**src/rtl/alu_main.sv**
```systemverilog
// ---------------------------------------------------------------------------
// alu_main
//   Mode-driven accumulator.  A small FSM selects each cycle whether the 8-bit
//   accumulator is cleared, loaded from f(num1, num2), updated in place with
//   f(acc, num2), or held.  f is picked by a one-hot operation select, and the
//   lowest set bit wins.
//
// Ports
//   clk        in   1  system clock, rising edge
//   reset      in   1  asynchronous active-high reset
//   in_sel     in   3  mode request {persist, load, clear}
//   num1       in   8  operand A while in LOAD
//   num2       in   8  operand B in every computing state
//   out_sel    in   6  one-hot operation select (add, sub, and, or, xor, not)
//   out        out  8  accumulator register
//   currState  out  2  registered FSM state
//   nextState  out  2  combinational next FSM state
// ---------------------------------------------------------------------------
module alu_main (
    input  logic       clk,
    input  logic       reset,
    input  logic [2:0] in_sel,
    input  logic [7:0] num1,
    input  logic [7:0] num2,
    input  logic [5:0] out_sel,
    output logic [7:0] out,
    output logic [1:0] currState,
    output logic [1:0] nextState
);

    typedef enum logic [1:0] {
        CLEAR   = 2'b00,
        LOAD    = 2'b01,
        PERSIST = 2'b10,
        HOLD    = 2'b11
    } state_t;

    state_t     curr_state;
    state_t     next_state;
    logic [7:0] acc;
    logic [7:0] acc_next;

    // Operation select.  The if/else chain gives the lowest set bit priority,
    // so a malformed multi-hot select still yields a single defined result.
    // An all-zero select passes operand A through.  Arithmetic wraps mod 256.
    function automatic logic [7:0] alu_f(input logic [7:0] a,
                                         input logic [7:0] b,
                                         input logic [5:0] sel);
        logic [7:0] r;
        if (sel[0])      r = a + b;
        else if (sel[1]) r = a - b;
        else if (sel[2]) r = a & b;
        else if (sel[3]) r = a | b;
        else if (sel[4]) r = a ^ b;
        else if (sel[5]) r = ~a;
        else             r = a;
        return r;
    endfunction

    // State register.  Reset forces CLEAR at once, without waiting for a
    // clock edge, so an in-flight mode is abandoned immediately.
    always_ff @(posedge clk or posedge reset) begin
        if (reset) curr_state <= CLEAR;
        else       curr_state <= next_state;
    end

    // Next-state decode.  It looks only at in_sel, never at the current
    // state, so any mode is one edge away from any other.  It keeps
    // following in_sel while reset is held.
    always_comb begin
        next_state = HOLD;
        if (in_sel[0])      next_state = CLEAR;
        else if (in_sel[1]) next_state = LOAD;
        else if (in_sel[2]) next_state = PERSIST;
    end

    // Accumulator update, chosen by the state the FSM is in now.  A mode
    // request therefore reaches currState after one edge and out after two.
    always_comb begin
        acc_next = acc;
        case (curr_state)
            CLEAR:   acc_next = 8'h00;
            LOAD:    acc_next = alu_f(num1, num2, out_sel);
            PERSIST: acc_next = alu_f(acc, num2, out_sel);
            HOLD:    acc_next = acc;
            default: acc_next = acc;
        endcase
    end

    // Accumulator register.  out comes straight from this flop, so there is
    // no combinational path from the operands or the select to out.
    always_ff @(posedge clk or posedge reset) begin
        if (reset) acc <= 8'h00;
        else       acc <= acc_next;
    end

    assign out       = acc;
    assign currState = curr_state;
    assign nextState = next_state;

endmodule

```
**config.mk**
```make
export PLATFORM = sky130hd
export DESIGN_NAME = alu_main
export DESIGN_NICKNAME = d
export VERILOG_FILES = /design/src/rtl/alu_main.sv
export SDC_FILE = /design/constraint.sdc
export NUM_CORES = 1
export LEC_CHECK = 0
export CAP_MARGIN = 25
export CORE_UTILIZATION = 50
export DETAILED_ROUTE_END_ITERATION = 7
export PLACE_DENSITY = 0.73
export SLEW_MARGIN = 30
export SYNTH_ARGS = -nofsm -noshare
export SYNTH_HDL_FRONTEND = slang
export SYNTH_SLANG_ARGS = --single-unit
```
**constraint.sdc**
```tcl
create_clock -name clk -period 6.3 [get_ports clk]
set_input_delay 1.26 -clock clk [delete_from_list [all_inputs] [get_ports clk]]
set_output_delay 1.26 -clock clk [all_outputs]
set_load 0.005 [all_outputs]
```
==> run metrics, run 1 <==
height of the die=79.5 um; largest net degree at the start of global routing=34; synth-to-layout area growth=13.2%; layout cell share with drive strength beyond 1=4.51%; largest area contributor in the netlist=ha_1; root buffer cell=clkbuf_8; number of synthesized flops with an enable pin=0; via count=3163; Yosys reg bits=10; first-pass GRT wire length=15300 um; critical path launch point type=input pin; Crit Path Class=input pin to flop; Design Area, Final=3400 um^2; Post-Syn Nets=485; final wirelength=9450 um; PwrDens=129 nW/um^2; initial core utilization=53.3%; Core Box Area=5640 um^2; Yosys cell types=63; setup bufs post-CTS=0; Worst Hold Class=flop to flop; Crit. End Element=flop; die area=6330 um^2; GRT Util Overall=31.0%; drt wl/cell=19.2 um; Sink Count=10; routability cong.=0.941; post-synthesis area per instance=7.46 um^2; CTS tree=yes; Mapped Area=3010 um^2; top cells by count, synth=ha_1, inv_1, a21oi_1; CP arrival=3.99 ns; minimum clock period=3.88 ns; Fill cells=522; GR Overflow Total=0; largest fanout on the critical path=7; Final nets=505; post-route ant nets=0; setup violators final=0; Slew Viols, Final=0; critical path data required time=6.41 ns; total CTS buffers=3; count leader, synth=ha_1; RSZ-0062 raised after global routing=false; VDD IR-drop max=0.0664 mV; status=completed; Fmax achieved=258 MHz; synth warn=0; Die X=79.5 um; Relative slew margins=45.7%; worst slew pin tran=0.812 ns; initial antenna violation count=0; area fraction of the dominant cell type after synthesis=21.2%; clk_skew=0.00144 ns; Antenna diodes=0; Row Count=27; vias per std cell=6.42; DRC violations left=0; hold_buf cts=0; synth top area cells=ha_1, dfrtp_1, a21oi_1; Mapped Cells=403; num ports=39; Initial DRC Count=281; drt pass-1 iters=5; vias in the first global route=3012; Skew-Pair Late Insertion Delay=0.24 ns; setup tns final=0 ns; H-tree depth=1; placed cell area=3360 um^2; top_reg_cell synth=dfrtp_1; Final Hold Fails=0; Async SR Flop Fraction=100%; sequential share of the synthesized area=8.33%; Tcrit/Tclk final=61.6%; half-perimeter wire length after detailed placement=7050 um; cts repair resizes=0; Lkg Pwr=0.00150 uW; port bufs=38; max cap viols=0; Worst-path clk slew=0.05 ns; clk buf depth=2
## per-layer routing
metal | wire length (um) | global-route usage [%]
met4 | 352 | 14.0
met3 | 677 | 2.40
met5 | 0 | 0
met1 | 4200 | 41.9
met2 | 4220 | 49.8
## path summary, 6_finish.rpt
kind / cells past startpoint / endpoint / from / slack [ns]
hold / removal: 2 / out[0]$_DFFE_PP0P_ / out[0]$_DFFE_PP0P_ / 0.68
min in group asynchronous: 2 / currState[0]$_DFF_PP0_ / reset / 1.32
max in group asynchronous: 2 / out[0]$_DFFE_PP0P_ / reset / 4.67
setup reg to reg: 7 / out[2]$_DFFE_PP0P_ / currState[1]$_DFF_PP0_ / 3.73
setup / recovery: 9 / out[7]$_DFFE_PP0P_ / num2[1] / 2.42
hold reg to reg: 2 / out[0]$_DFFE_PP0P_ / out[0]$_DFFE_PP0P_ / 0.68
## worst max-delay path, cell delays in order
cell,delay [ns]
clkdlybuf4s50_1,0.71
inv_1,0.18
ha_1,0.37
a211oi_1,0.37
o21bai_1,0.23
a221oi_2,0.38
xnor2_1,0.10
a311oi_1,0.28
o22ai_1,0.10
## layout make-up
| cell class | instances | area (um^2) | share of cell area [%] |
|---|---|---|---|
| clock buffers | 3 | 41.3 | 1.21 |
| inverters | 44 | 165 | 4.86 |
| multi-input cells | 324 | 2460 | 72.4 |
| flip-flops and latches | 10 | 250 | 7.36 |
| well taps | 72 | 90.1 | 2.65 |
| repair buffers | 40 | 390 | 11.5 |
## layout by cell type, fill, tap and decap left out, types with 3 or more instances in the layout
cell type and n:
a221oi_1 6, a21oi_1 36, clkdlybuf4s50_1 37, xnor2_1 9
nand2b_1 5, inv_1 44, or4_1 3, fa_1 4
nor3b_1 3, nor2b_1 5, a221o_1 3, a21o_1 6
nor2_1 19, a31oi_1 4, o21bai_1 5, nor4_1 8
o21ai_0 32, xor2_1 8, o221ai_1 5, nand2_1 29
clkbuf_8 3, o22ai_1 3, nand4_1 3, nand3_1 3
dfrtp_1 10, a211o_1 4, mux2i_1 12, nor3_1 5
or2_2 4, ha_1 51, a211oi_1 7, o211ai_1 8
## kinds of logic after synthesis
family          share of synthesized area (%)
simple gates                             17.4
buf+inv                                  9.70
xor+xnor                                 4.95
flops                                    8.33
mux                                      4.37
fa+ha+maj                                23.9
compound gates                           31.4
## sequential cells by signal, indices dropped and copies added, names as in the netlist
name / flops
currState: 2
out: 8
## per-stage QoR
| step | hold slack, ns | total power (uW) | util, % | setup WS (ns) | cells |
|---|---|---|---|---|---|
| 6_report | 0.675 | 440 | 60.3 | 2.42 | 493 |
| 5_1_grt | 0.722 | 471 | 60.3 | 2.33 | 493 |
| 4_1_cts | 0.670 | 434 | 60.4 | 2.48 | 493 |
| 3_5_place_dp | 0.663 | 363 | 59.6 | 2.19 | 490 |
| 3_3_place_gp | 0.642 | 360 | 59.6 | 2.31 | 490 |
| 2_1_floorplan | 0.590 | 272 | - | 3.41 | 403 |
## where the power goes
part / internal, uW / switching [uW] / total [uW]
Sequential: 70.7 / 12.2 / 82.9
Clock: 42.1 / 27.3 / 69.4
Combinational: 122 / 166 / 287
(Power assumes the default switching activity.)
==> run 2, diff against run 1 <==
Clock period 6.3 ns to 3.7 ns, I/O delays scaled along.
==> run metrics, run 2 (synthesized netlist as in run 1, its figures left out) <==
status=completed; worst r2r path cells=7 (unchanged); Slew Viols, Final=0 (unchanged); minimum clock period=3.11 ns; Worst Hold Class=flop to flop; initial antenna violation count=0 (unchanged); RSZ-0062 raised after global routing=false; Initial DRC Count=320 (+14%); Die X=79.5 um (unchanged); max reg flops=8 (unchanged); Final nets=514 (+1.8%); WP buf/inv=2 (unchanged); stages on the worst setup path=9 (unchanged); CP arrival=3.23 ns (-0.76 ns); Row Count=27 (unchanged); Fmax achieved=321 MHz; VDD IR-drop max=0.122 mV (+84%); first-pass GRT wire length=15900 um (+4.0%); critical path launch point type=input pin; Final Hold Fails=0 (unchanged); setup bufs post-CTS=0 (unchanged); drt pass-1 iters=5 (unchanged); H-tree depth=1 (unchanged); final wirelength=9630 um (+2.0%); CTS tree=yes; PwrDens=221 nW/um^2 (+71%); CP max stage cell=clkdlybuf4s50_1; via count=3241 (+2.5%); Worst-path clk slew=0.06 ns (about the same); Antenna diodes=0 (unchanged); Crit. End Element=flop; total CTS buffers=3 (unchanged); vias per std cell=6.46 (+0.63%); Lkg Pwr=0.00155 uW (+2.9%); largest net degree at the start of global routing=33 (-2.9%); Skew-Pair Late Insertion Delay=0.26 ns (+0.02 ns); clk buf depth=2 (unchanged); Fill cells=547 (+4.8%); GRT Util Overall=32.4% (+1.4 points); root buffer cell=clkbuf_8; port bufs=38 (unchanged); most frequent cells in the layout=ha_1, inv_1, clkdlybuf4s50_1; Hold Crit Depth=2 (unchanged); worst slew pin tran=0.819 ns (+0.00721 ns); Hold Slack=0.653 ns (-0.0222 ns); Sink Count=10 (unchanged); Slowest Stage Delay on Critical Path=0.62 ns (-0.09 ns); synth-to-layout area growth=15.6%; layout cell share with drive strength beyond 1=6.28% (+1.8 points); drt wl/cell=19.2 um (+0.16%); R2R setup slack=1.26 ns (-2.47 ns); vias in the first global route=3116 (+3.5%); initial core utilization=53.3% (unchanged); Worst path top cell family by delay=compound AO/OA/AOI/OAI gates; half-perimeter wire length after detailed placement=7260 um (+3.0%); GR Overflow Total=0 (unchanged); max cap viols=0 (unchanged); crit-path cells=clkdlybuf4s50_1 > inv_1 > ha_1 > a211oi_1 > o21bai_1 > a221oi_2 > xnor2_1 > a311oi_1 > o22ai_1; Crit Path Class=input pin to flop; most common cell after layout, fill and taps aside=ha_1; Relative slew margins=45.4% (-0.28 points); critical path data required time=3.82 ns (-2.59 ns); routability cong.=1.03 (+9.3%); post-route ant nets=0 (unchanged); largest fanout on the critical path=5 (-2); num ports=39 (unchanged); die area=6330 um^2 (unchanged); setup violators final=0 (unchanged); hold_buf cts=0 (unchanged); setup tns final=0 ns (unchanged); cts repair resizes=0 (unchanged); Final Total Pwr=768 uW (+75%); Tcrit/Tclk final=84.1%; DRC violations left=0 (unchanged); Core Box Area=5640 um^2 (unchanged); clk_skew=0.00668 ns (+0.00524 ns); height of the die=79.5 um (unchanged)
-- run 2: changes by cell type in the layout (fill, tap and decap cells not counted) --
cell	previous run	this run
clkdlybuf4s50_1	37	38
buf_2	1	0
buf_4	2	11
-- run 2: power by group --
group          leakage, uW  internal, uW  switching [uW]
combinational      0.00139           217             281
clock            0.0000216          72.3            57.3
sequential        0.000133           120            19.7
total              0.00155           410             358
-- run 2: per-layer routing --
layer / share of wire [%] / GRT usage (%)
met1: 44 / 44.1
met2: 45 / 51.6
met3: 8.4 / 3.31
met4: 3.2 / 13.3
met5: 0 / 0
-- run 2: layout make-up --
cell class	count	area (um^2)	area share, %
Timing Repair Buffer	49	463	13.3
Inverter	44	165	4.76
Tap cell	72	90.1	2.59
Multi-Input combinational cell	324	2460	70.9
Sequential cell	10	250	7.20
Clock buffer	3	41.3	1.19
-- run 2: path summary, 6_finish.rpt --
check	startpoint	to
max reg2reg	currState[1]$_DFF_PP0_	out[2]$_DFFE_PP0P_
min reg2reg	out[2]$_DFFE_PP0P_	out[2]$_DFFE_PP0P_
max	num1[1]	out[7]$_DFFE_PP0P_
max in group asynchronous	reset	out[0]$_DFFE_PP0P_
min in group asynchronous	reset	out[5]$_DFFE_PP0P_
min	out[2]$_DFFE_PP0P_	out[2]$_DFFE_PP0P_
-- run 2: stage by stage --
stage	std cells	setup WS [ns]	cell area [um^2]	utilization, %
2_1_floorplan	403	1.33	3010	-
3_3_place_gp	499	0.472	3430	60.8
3_5_place_dp	499	0.359	3430	60.8
4_1_cts	502	0.610	3470	61.6
5_1_grt	502	0.493	3470	61.6
6_report	502	0.588	3470	61.6
-- run 2: worst min-delay path, stage by stage, from the launching register on --
cell     delay (ns)
dfrtp_1        0.43
inv_1          0.10
o32ai_1        0.07
==> run 3, diff against run 2 <==
Clock period 3.7 ns to 3.1 ns, I/O delays scaled along.
==> run metrics, run 3 (synthesized netlist as in run 1, its figures left out) <==
die area=6330 um^2 (unchanged); Multi-input gate area=2460 um^2 (unchanged); DRC violations left=0 (unchanged); post-route ant nets=0 (unchanged); Tcrit/Tclk final=92.9%; Antenna diodes=0 (unchanged); Row Count=27 (unchanged); most frequent cells in the layout=ha_1, inv_1, clkdlybuf4s50_1; Initial DRC Count=313 (-2.2%); Hold Slack=0.637 ns (-0.0162 ns); largest fanout on the critical path=5 (unchanged); setup violators final=0 (unchanged); half-perimeter wire length after detailed placement=8010 um (+10%); logic gate share of total power=64.9% (about the same); root buffer cell=clkbuf_8; H-tree depth=1 (unchanged); Top Metal Used=met4; synth-to-layout area growth=22.3%; worst slew pin tran=0.597 ns (-0.223 ns); drt pass-1 iters=6 (+1); GRT Util Overall=32.5% (+0.11 points); vias in the first global route=3050 (-2.1%); Worst Hold End=out[2]$_DFFE_PP0P_; initial core utilization=53.3% (unchanged); Crit. End Element=flop; Reg area=250 um^2 (unchanged); setup tns final=0 ns (unchanged); final wirelength=9890 um (+2.7%); routability cong.=1.03 (-0.19%); Worst path top cell family by delay=compound AO/OA/AOI/OAI gates; most common cell after layout, fill and taps aside=ha_1; CTS tree=yes; Sw Pwr=435 uW (+22%); status=completed; Fmax achieved=347 MHz; Final nets=539 (+4.9%); critical path launch point type=input pin; port bufs=38 (unchanged); Skew-Pair Late Insertion Delay=0.25 ns (about the same); Worst-path clk slew=0.06 ns (about the same); Crit Path Class=input pin to flop; Sink Count=10 (unchanged); critical path data required time=3.23 ns (-0.59 ns); vias per std cell=6.25 (-3.1%); Core Box Area=5640 um^2 (unchanged); largest net degree at the start of global routing=19 (-42%); Hold Crit Depth=2 (unchanged); max cap viols=0 (unchanged); Slowest Stage Delay on Critical Path=0.50 ns (-0.12 ns); num ports=39 (unchanged); VDD IR-drop max=0.186 mV (+53%); Worst Setup SP=num2[0]; reg2reg start=out[1]$_DFFE_PP0P_; Lkg Pwr=0.00168 uW (+8.3%); initial antenna violation count=0 (unchanged); drt wl/cell=18.7 um (-2.4%); hold_buf cts=0 (unchanged); Slew Viols, Final=0 (unchanged); via count=3302 (+1.9%); max reg flops=8 (unchanged); CP max stage cell=clkdlybuf4s50_1; WL met2=4540 um (+5.1%); height of the die=79.5 um (unchanged); GR Overflow Total=0 (unchanged); FF-to-FF End=out[7]$_DFFE_PP0P_; layout cell share with drive strength beyond 1=11.6% (+5.3 points); worst r2r path cells=10 (+3); Reg power frac=17.0% (-1.2 points); PwrDens=267 nW/um^2 (+21%); WP buf/inv=1 (-1); Met1 Wirelength=4270 um (+1.7%); R2R setup slack=0.69 ns (-0.57 ns); clk_skew=0.00641 ns (-0.000268 ns); Switching Share=44.4% (-2.3 points); minimum clock period=2.88 ns; Worst Hold Launch=out[2]$_DFFE_PP0P_; Clk pwr share=18.1% (+1.2 points); Relative slew margins=59.2% (+14 points); first-pass GRT wire length=15800 um (-0.39%); clk buf depth=2 (unchanged); crit-path cells=clkdlybuf4s50_1 > ha_1 > fa_1 > a21o_1 > a21oi_1 > o31ai_1 > xnor2_1 > o221ai_1 > a21o_1; CP arrival=3.01 ns (-0.22 ns); met3 WL=865 um (+6.8%); RSZ-0062 raised after global routing=false; Worst Hold Class=flop to flop; Fill cells=529 (-3.3%); cts repair resizes=0 (unchanged); Final Hold Fails=0 (unchanged); total CTS buffers=3 (unchanged); Die X=79.5 um (unchanged); setup bufs post-CTS=0 (unchanged); cell mode on critical path=a21o_1; internal cell power=546 uW (+33%)
run 3: worst max path at each step:
stage / end / slack [ns] / cells after the start
3_5_place_dp: out[6]$_DFFE_PP0P_ / 0.04 / 9
2_1_floorplan: out[7]$_DFFE_PP0P_ / 0.85 / 8
4_1_cts: out[6]$_DFFE_PP0P_ / 0.28 / 9
3_3_place_gp: out[6]$_DFFE_PP0P_ / 0.07 / 9
6_report: out[6]$_DFFE_PP0P_ / 0.22 / 9
5_1_grt: out[7]$_DFFE_PP0P_ / 0.13 / 9
run 3: power by group through the flow:
| stage | combinational [uW] | clock (uW) | sequential, uW |
|---|---|---|---|
| global route | 696 | 183 | 169 |
| CTS | 625 | 179 | 166 |
| floorplan | 388 | 0 | 163 |
| detailed placement | 621 | 0 | 168 |
| global placement | 614 | 0 | 167 |
| finish | 637 | 177 | 167 |
run 3: final cells by class:
class	count	area share (%)
Multi-Input combinational cell	324	67.0
Timing Repair Buffer	74	17.7
Tap cell	72	2.45
Clock buffer	4	1.50
Inverter	44	4.49
Sequential cell	10	6.81
run 3: worst min-delay path, cell delays in order, from the launching register on:
cell and delay, ns:
dfrtp_1 0.43, inv_1 0.09, o32ai_1 0.07
run 3: metal layers:
layer | GRT usage, % | vias up
met2 | 52.6 | 190
met1 | 43.9 | 1527
met5 | 0 | -
met3 | 4.34 | 20
li1 | - | 1565
met4 | 10.9 | 0
run 3: per-stage QoR:
stage	utilization, %	total power, uW	setup WS [ns]	instance area (um^2)	std cells
2_1_floorplan	-	552	0.850	3010	403
5_1_grt	65.1	1050	0.129	3670	528
6_report	65.1	981	0.222	3670	528
3_3_place_gp	64.2	781	0.0680	3620	524
4_1_cts	65.1	969	0.281	3670	528
3_5_place_dp	64.2	789	0.0356	3620	524
==> edit 1: new RTL, settings of run 2 <==
Register the output `nextState`, cleared by the reset; this adds one clock of latency there. The other outputs are not delayed to match. Comments in the files are not updated.
--- a/src/rtl/alu_main.sv
+++ b/src/rtl/alu_main.sv
@@ -96,7 +96,13 @@
 
     assign out       = acc;
     assign currState = curr_state;
-    assign nextState = next_state;
+    always_ff @(posedge clk or posedge reset) begin
+        if (reset) begin
+            nextState <= '0;
+        end else begin
+            nextState <= next_state;
+        end
+    end
 
 endmodule
 
Behaviour: not the same (Yosys sat finds a counterexample within 4 cycles, from zero or initial values and one cycle with reset high).
==> edit 1 against run 2 <==
Count of clock-buffer cells in the layout up 1. Final area is 0.40% higher. Wire length shrank 0.74%. Synthesized cell count increased by 0.50%. Global-route usage shrank 1.2 points. Cell count grew 0.20%. Worst setup slack got worse by 0.14 ns. Synthesized area up 0.50%. Sequential cell count unchanged. Non-clock buffer count is the same. Total power rose by 3.1%. Die area increased by 0.48%. Critical path type unchanged.
==> edit 1: results (changes against run 2) <==
| Metric | Value |
|---|---|
| Htree depth | `1 (unchanged)` |
| Post-CTS resize count | `0 (unchanged)` |
| Global placement routability congestion | `0.948 (-7.8%)` |
| CP Max Fanout | `15 (+10)` |
| R2R Path End | `out[5]$_DFFE_PP0P_` |
| Synth top area cells | `ha_1 (21%), dfrtp_1 (8.3%), a21oi_1 (6.0%)` |
| CP Launch Point | `num2[5]` |
| Switching Share | `0.456 (-0.0103)` |
| Post-Place Setup Slack | `0.365 ns (+0.00576 ns)` |
| Max incr delay on CP | `0.77 ns (+0.15 ns)` |
| VDD IR max | `0.000142 V (+17%)` |
| Vias in the first global route | `2996 (-3.9%)` |
| Max transition margin | `0.424 (-0.0296)` |
| Vias | `3200 (-1.3%)` |
| Worst-Skew Late Latency | `0.26 ns (about the same)` |
| Final HPWL DP | `7.19 mm (-1.0%)` |
| DR iter-0 viols | `338 (+5.6%)` |
| Sequential area share after synthesis | `0.0829 (-0.000414)` |
| Reg2reg start | `nextState[1]$_DFF_PP0_` |
| Routed wire per std cell | `19.0 um (-0.93%)` |
| First-pass GRT wire length | `15.2 mm (-4.6%)` |
| Layout Skew | `0.00785 ns (+0.00118 ns)` |
| Tot GR Track Use | `0.312 (-0.0117)` |
| Arr. time, crit path | `3.41 ns (+0.18 ns)` |
| Share of cells above drive strength 1 | `0.0650 (+0.00217)` |
| Final worst-path cycle share | `0.878 (+0.0369)` |
| Slowest-stage cell, CP | `a2111oi_0` |
| Syn_nets | `487 (+0.41%)` |
| Drt first pass iters | `4 (-1)` |
| Reg2Reg Depth | `6 (-1)` |
| Internal reg-to-reg setup slack | `1.07 ns (-0.19 ns)` |
| Status | `complete, no violations` |
| CP Class | `in -> reg` |
## edit 1: cell types whose count changed after synthesis
cell	delta
buf_4	+2
## edit 1: power by group through the flow
stage | Sequential [mW] | Combinational (mW) | Clock [mW]
6_report | 0.139 | 0.496 | 0.156
5_1_grt | 0.141 | 0.541 | 0.163
4_1_cts | 0.139 | 0.486 | 0.154
3_5_place_dp | 0.141 | 0.483 | 0
3_3_place_gp | 0.140 | 0.477 | 0
2_1_floorplan | 0.137 | 0.327 | 0
## edit 1: area by class of cell
type	count	area (um^2)
fillers	540	2190
multi-input cells	324	2460
repair buffers	49	463
well taps	72	90.1
flip-flops and latches	10	250
inverters	44	165
clock buffers	4	55.1
## edit 1: cells by family after synthesis
group / share of synthesized area
mux: 0.0435
xor+xnor: 0.0493
simple gates: 0.173
fa+ha+maj: 0.238
buf+inv: 0.101
flops: 0.0829
compound gates: 0.312
## edit 1: worst min-delay path by stage
stage	startpoint	end	slack, ns
global route	out[4]$_DFFE_PP0P_	out[4]$_DFFE_PP0P_	0.68
floorplan	reset	nextState[0]$_DFF_PP0_	0.58
CTS	out[2]$_DFFE_PP0P_	out[2]$_DFFE_PP0P_	0.64
global placement	out[2]$_DFFE_PP0P_	out[2]$_DFFE_PP0P_	0.63
finish	out[2]$_DFFE_PP0P_	out[2]$_DFFE_PP0P_	0.64
detailed placement	out[2]$_DFFE_PP0P_	out[2]$_DFFE_PP0P_	0.63
## edit 1: through the flow
step	cells	total power, mW	utilization
floorplan	405	0.464	-
detailed placement	499	0.623	0.605
finish	503	0.791	0.614
CTS	503	0.779	0.614
global route	503	0.845	0.614
global placement	499	0.617	0.605
## edit 1: worst register-to-register path: stages (launching register included)
cell       delay, ns
dfrtp_1         0.42
inv_1           0.07
ha_1            0.58
inv_1           0.33
a2111oi_0       0.70
a2111oi_0       0.17
a211oi_1        0.26
## edit 1: metal layers
| layer | vias up | GRT usage | routed length [um] | share of wire |
|---|---|---|---|---|
| li1 | 1519 | - | - | - |
| met1 | 1498 | 0.418 | 4250 | 0.44 |
| met2 | 161 | 0.505 | 4320 | 0.45 |
| met3 | 22 | 0.0503 | 791 | 0.083 |
| met4 | 0 | 0.100 | 198 | 0.021 |
| met5 | - | 0 | 0 | 0 |
==> edit 2: new RTL, flow settings as in run 2 <==
Without the edit above. Reset style: synchronous (`reset`), changed in 2 clocked blocks. Comments in the files are not updated.
--- a/src/rtl/alu_main.sv
+++ b/src/rtl/alu_main.sv
@@ -59,7 +59,7 @@
 
     // State register.  Reset forces CLEAR at once, without waiting for a
     // clock edge, so an in-flight mode is abandoned immediately.
-    always_ff @(posedge clk or posedge reset) begin
+    always_ff @(posedge clk) begin
         if (reset) curr_state <= CLEAR;
         else       curr_state <= next_state;
     end
@@ -89,7 +89,7 @@
 
     // Accumulator register.  out comes straight from this flop, so there is
     // no combinational path from the operands or the select to out.
-    always_ff @(posedge clk or posedge reset) begin
+    always_ff @(posedge clk) begin
         if (reset) acc <= 8'h00;
         else       acc <= acc_next;
     end
Formal check against the unedited RTL: differs if reset is asserted again (counterexample within 4 cycles, from zero or initial values and one cycle with reset high); with reset held inactive, the same outputs for 10 cycles.
==> edit 2 against run 2 <==
Final area fell by 7.6%. Total power fell by 23%. Wire length fell by 23%. Count of clock-buffer cells in the layout rose by 1. Sequential cell count did not move. Critical path type unchanged. Clock power rose by 14%. Largest cell class unchanged. Synthesized area fell by 10%. Worst setup slack got worse by 0.065 ns. Sequential share of layout area fell by 0.96 points.
==> edit 2: results (changes against run 2) <==
| Metric | Value |
|---|---|
| Status | `complete, no violations` |
| Htree depth | `1 (unchanged)` |
| Tot GR Track Use | `0.275 (-0.0492)` |
| VDD IR max | `0.000119 V (-2.2%)` |
| Largest net degree at the start of global routing | `32 (-3.0%)` |
| Leak | `1.38 nW (-11%)` |
| Setup violators final | `0 (unchanged)` |
| Drt first pass iters | `4 (-1)` |
| Syn_nets | `446 (-8.0%)` |
| Layout Skew | `0.00253 ns (-0.00415 ns)` |
| # port buffers | `38 (unchanged)` |
| Sequential area share after synthesis | `0.0740 (-0.00926)` |
| Post-Place Setup Slack | `0.261 ns (-0.0977 ns)` |
| Main synth FF type | `dfxtp_1` |
| Post-layout nets | `478 (-7.0%)` |
| Setup bufs post-CTS | `0 (unchanged)` |
| Routed wire length | `7.44 mm (-23%)` |
| Async set or reset register ratio after synthesis | `0 (-1.00)` |
| Worst-case clock buffer depth | `2 (unchanged)` |
| DR iter-0 viols | `168 (-48%)` |
| Drt via density | `5.89 (-8.7%)` |
| Yosys cell types | `57 (-9.5%)` |
| Synth top area cells | `ha_1 (24%), dfxtp_1 (7.4%), inv_1 (6.1%)` |
| Share of cells above drive strength 1 | `0.0532 (-0.00963)` |
| First-pass GRT wire length | `11.7 mm (-26%)` |
| Post-synth top cells | `ha_1 (51), inv_1 (44), a21oi_1 (32)` |
| Final HPWL DP | `5.86 mm (-19%)` |
| Vias in the first global route | `2452 (-21%)` |
| # fillers | `494 (-9.7%)` |
| Yosys warns | `0 (unchanged)` |
| Initial antenna violation count | `0 (unchanged)` |
| Arr. time, crit path | `3.31 ns (+0.08 ns)` |
| Global placement routability congestion | `0.934 (-9.2%)` |
| Max transition margin | `0.576 (+0.122)` |
edit 2: power breakdown:
part,internal [mW],switching (mW)
logic,0.148,0.179
clock network,0.0942,0.0541
registers,0.111,0.00506
edit 2: cell families (layout without fill, tap and decap cells):
group,Yosys count,in the layout,synth area share
flops,10,10,0.0740
simple gates,75,75,0.137
buf+inv,65,96,0.0962
fa+ha+maj,55,55,0.265
mux,8,8,0.0310
compound gates,126,126,0.315
xor+xnor,25,25,0.0809
edit 2: through the flow:
step | std cells | utilization | hold WS (ns) | cell area, um^2
after CTS | 465 | 0.620 | 0.537 | 3210
after global routing | 465 | 0.620 | 0.580 | 3210
after global placement | 461 | 0.610 | 0.512 | 3150
after detailed placement | 461 | 0.610 | 0.528 | 3150
after floorplan | 364 | - | 0.495 | 2710
final | 465 | 0.620 | 0.525 | 3210
edit 2: final timing paths:
kind	slack, ns	end	startpoint	cells past startpoint
min reg2reg	0.52	out[2]$_SDFFE_PP0P_	out[2]$_SDFFE_PP0P_	2
max	0.52	out[7]$_SDFFE_PP0P_	num1[1]	10
min	0.52	out[2]$_SDFFE_PP0P_	out[2]$_SDFFE_PP0P_	2
max reg2reg	1.22	out[7]$_SDFFE_PP0P_	out[1]$_SDFFE_PP0P_	9
edit 2: per-layer routing:
metal | vias to the layer above | share of wire | GRT usage
met1 | 1287 | 0.46 | 0.367
met4 | 0 | 0.016 | 0.0823
met2 | 82 | 0.47 | 0.474
met3 | 12 | 0.049 | 0.0185
met5 | - | 0 | 0
li1 | 1359 | - | -
edit 2: critical path, cell delays in order:
cell and delay [ns]:
clkdlybuf4s50_1 0.61, inv_1 0.12, ha_1 0.36, a211oi_2 0.19, nor2_1 0.10, or4_1 0.40, a31oi_1 0.21, xor2_1 0.16
o221ai_1 0.12, a221o_1 0.30
edit 2: layout make-up:
class                           instances  area [um^2]  share of cell area
Inverter                               44          165              0.0515
Multi-Input combinational cell        289         2240               0.700
Clock buffer                            4         55.1              0.0172
Sequential cell                        10          200              0.0624
Timing Repair Buffer                   48          455               0.142
Tap cell                               70         87.6              0.0273
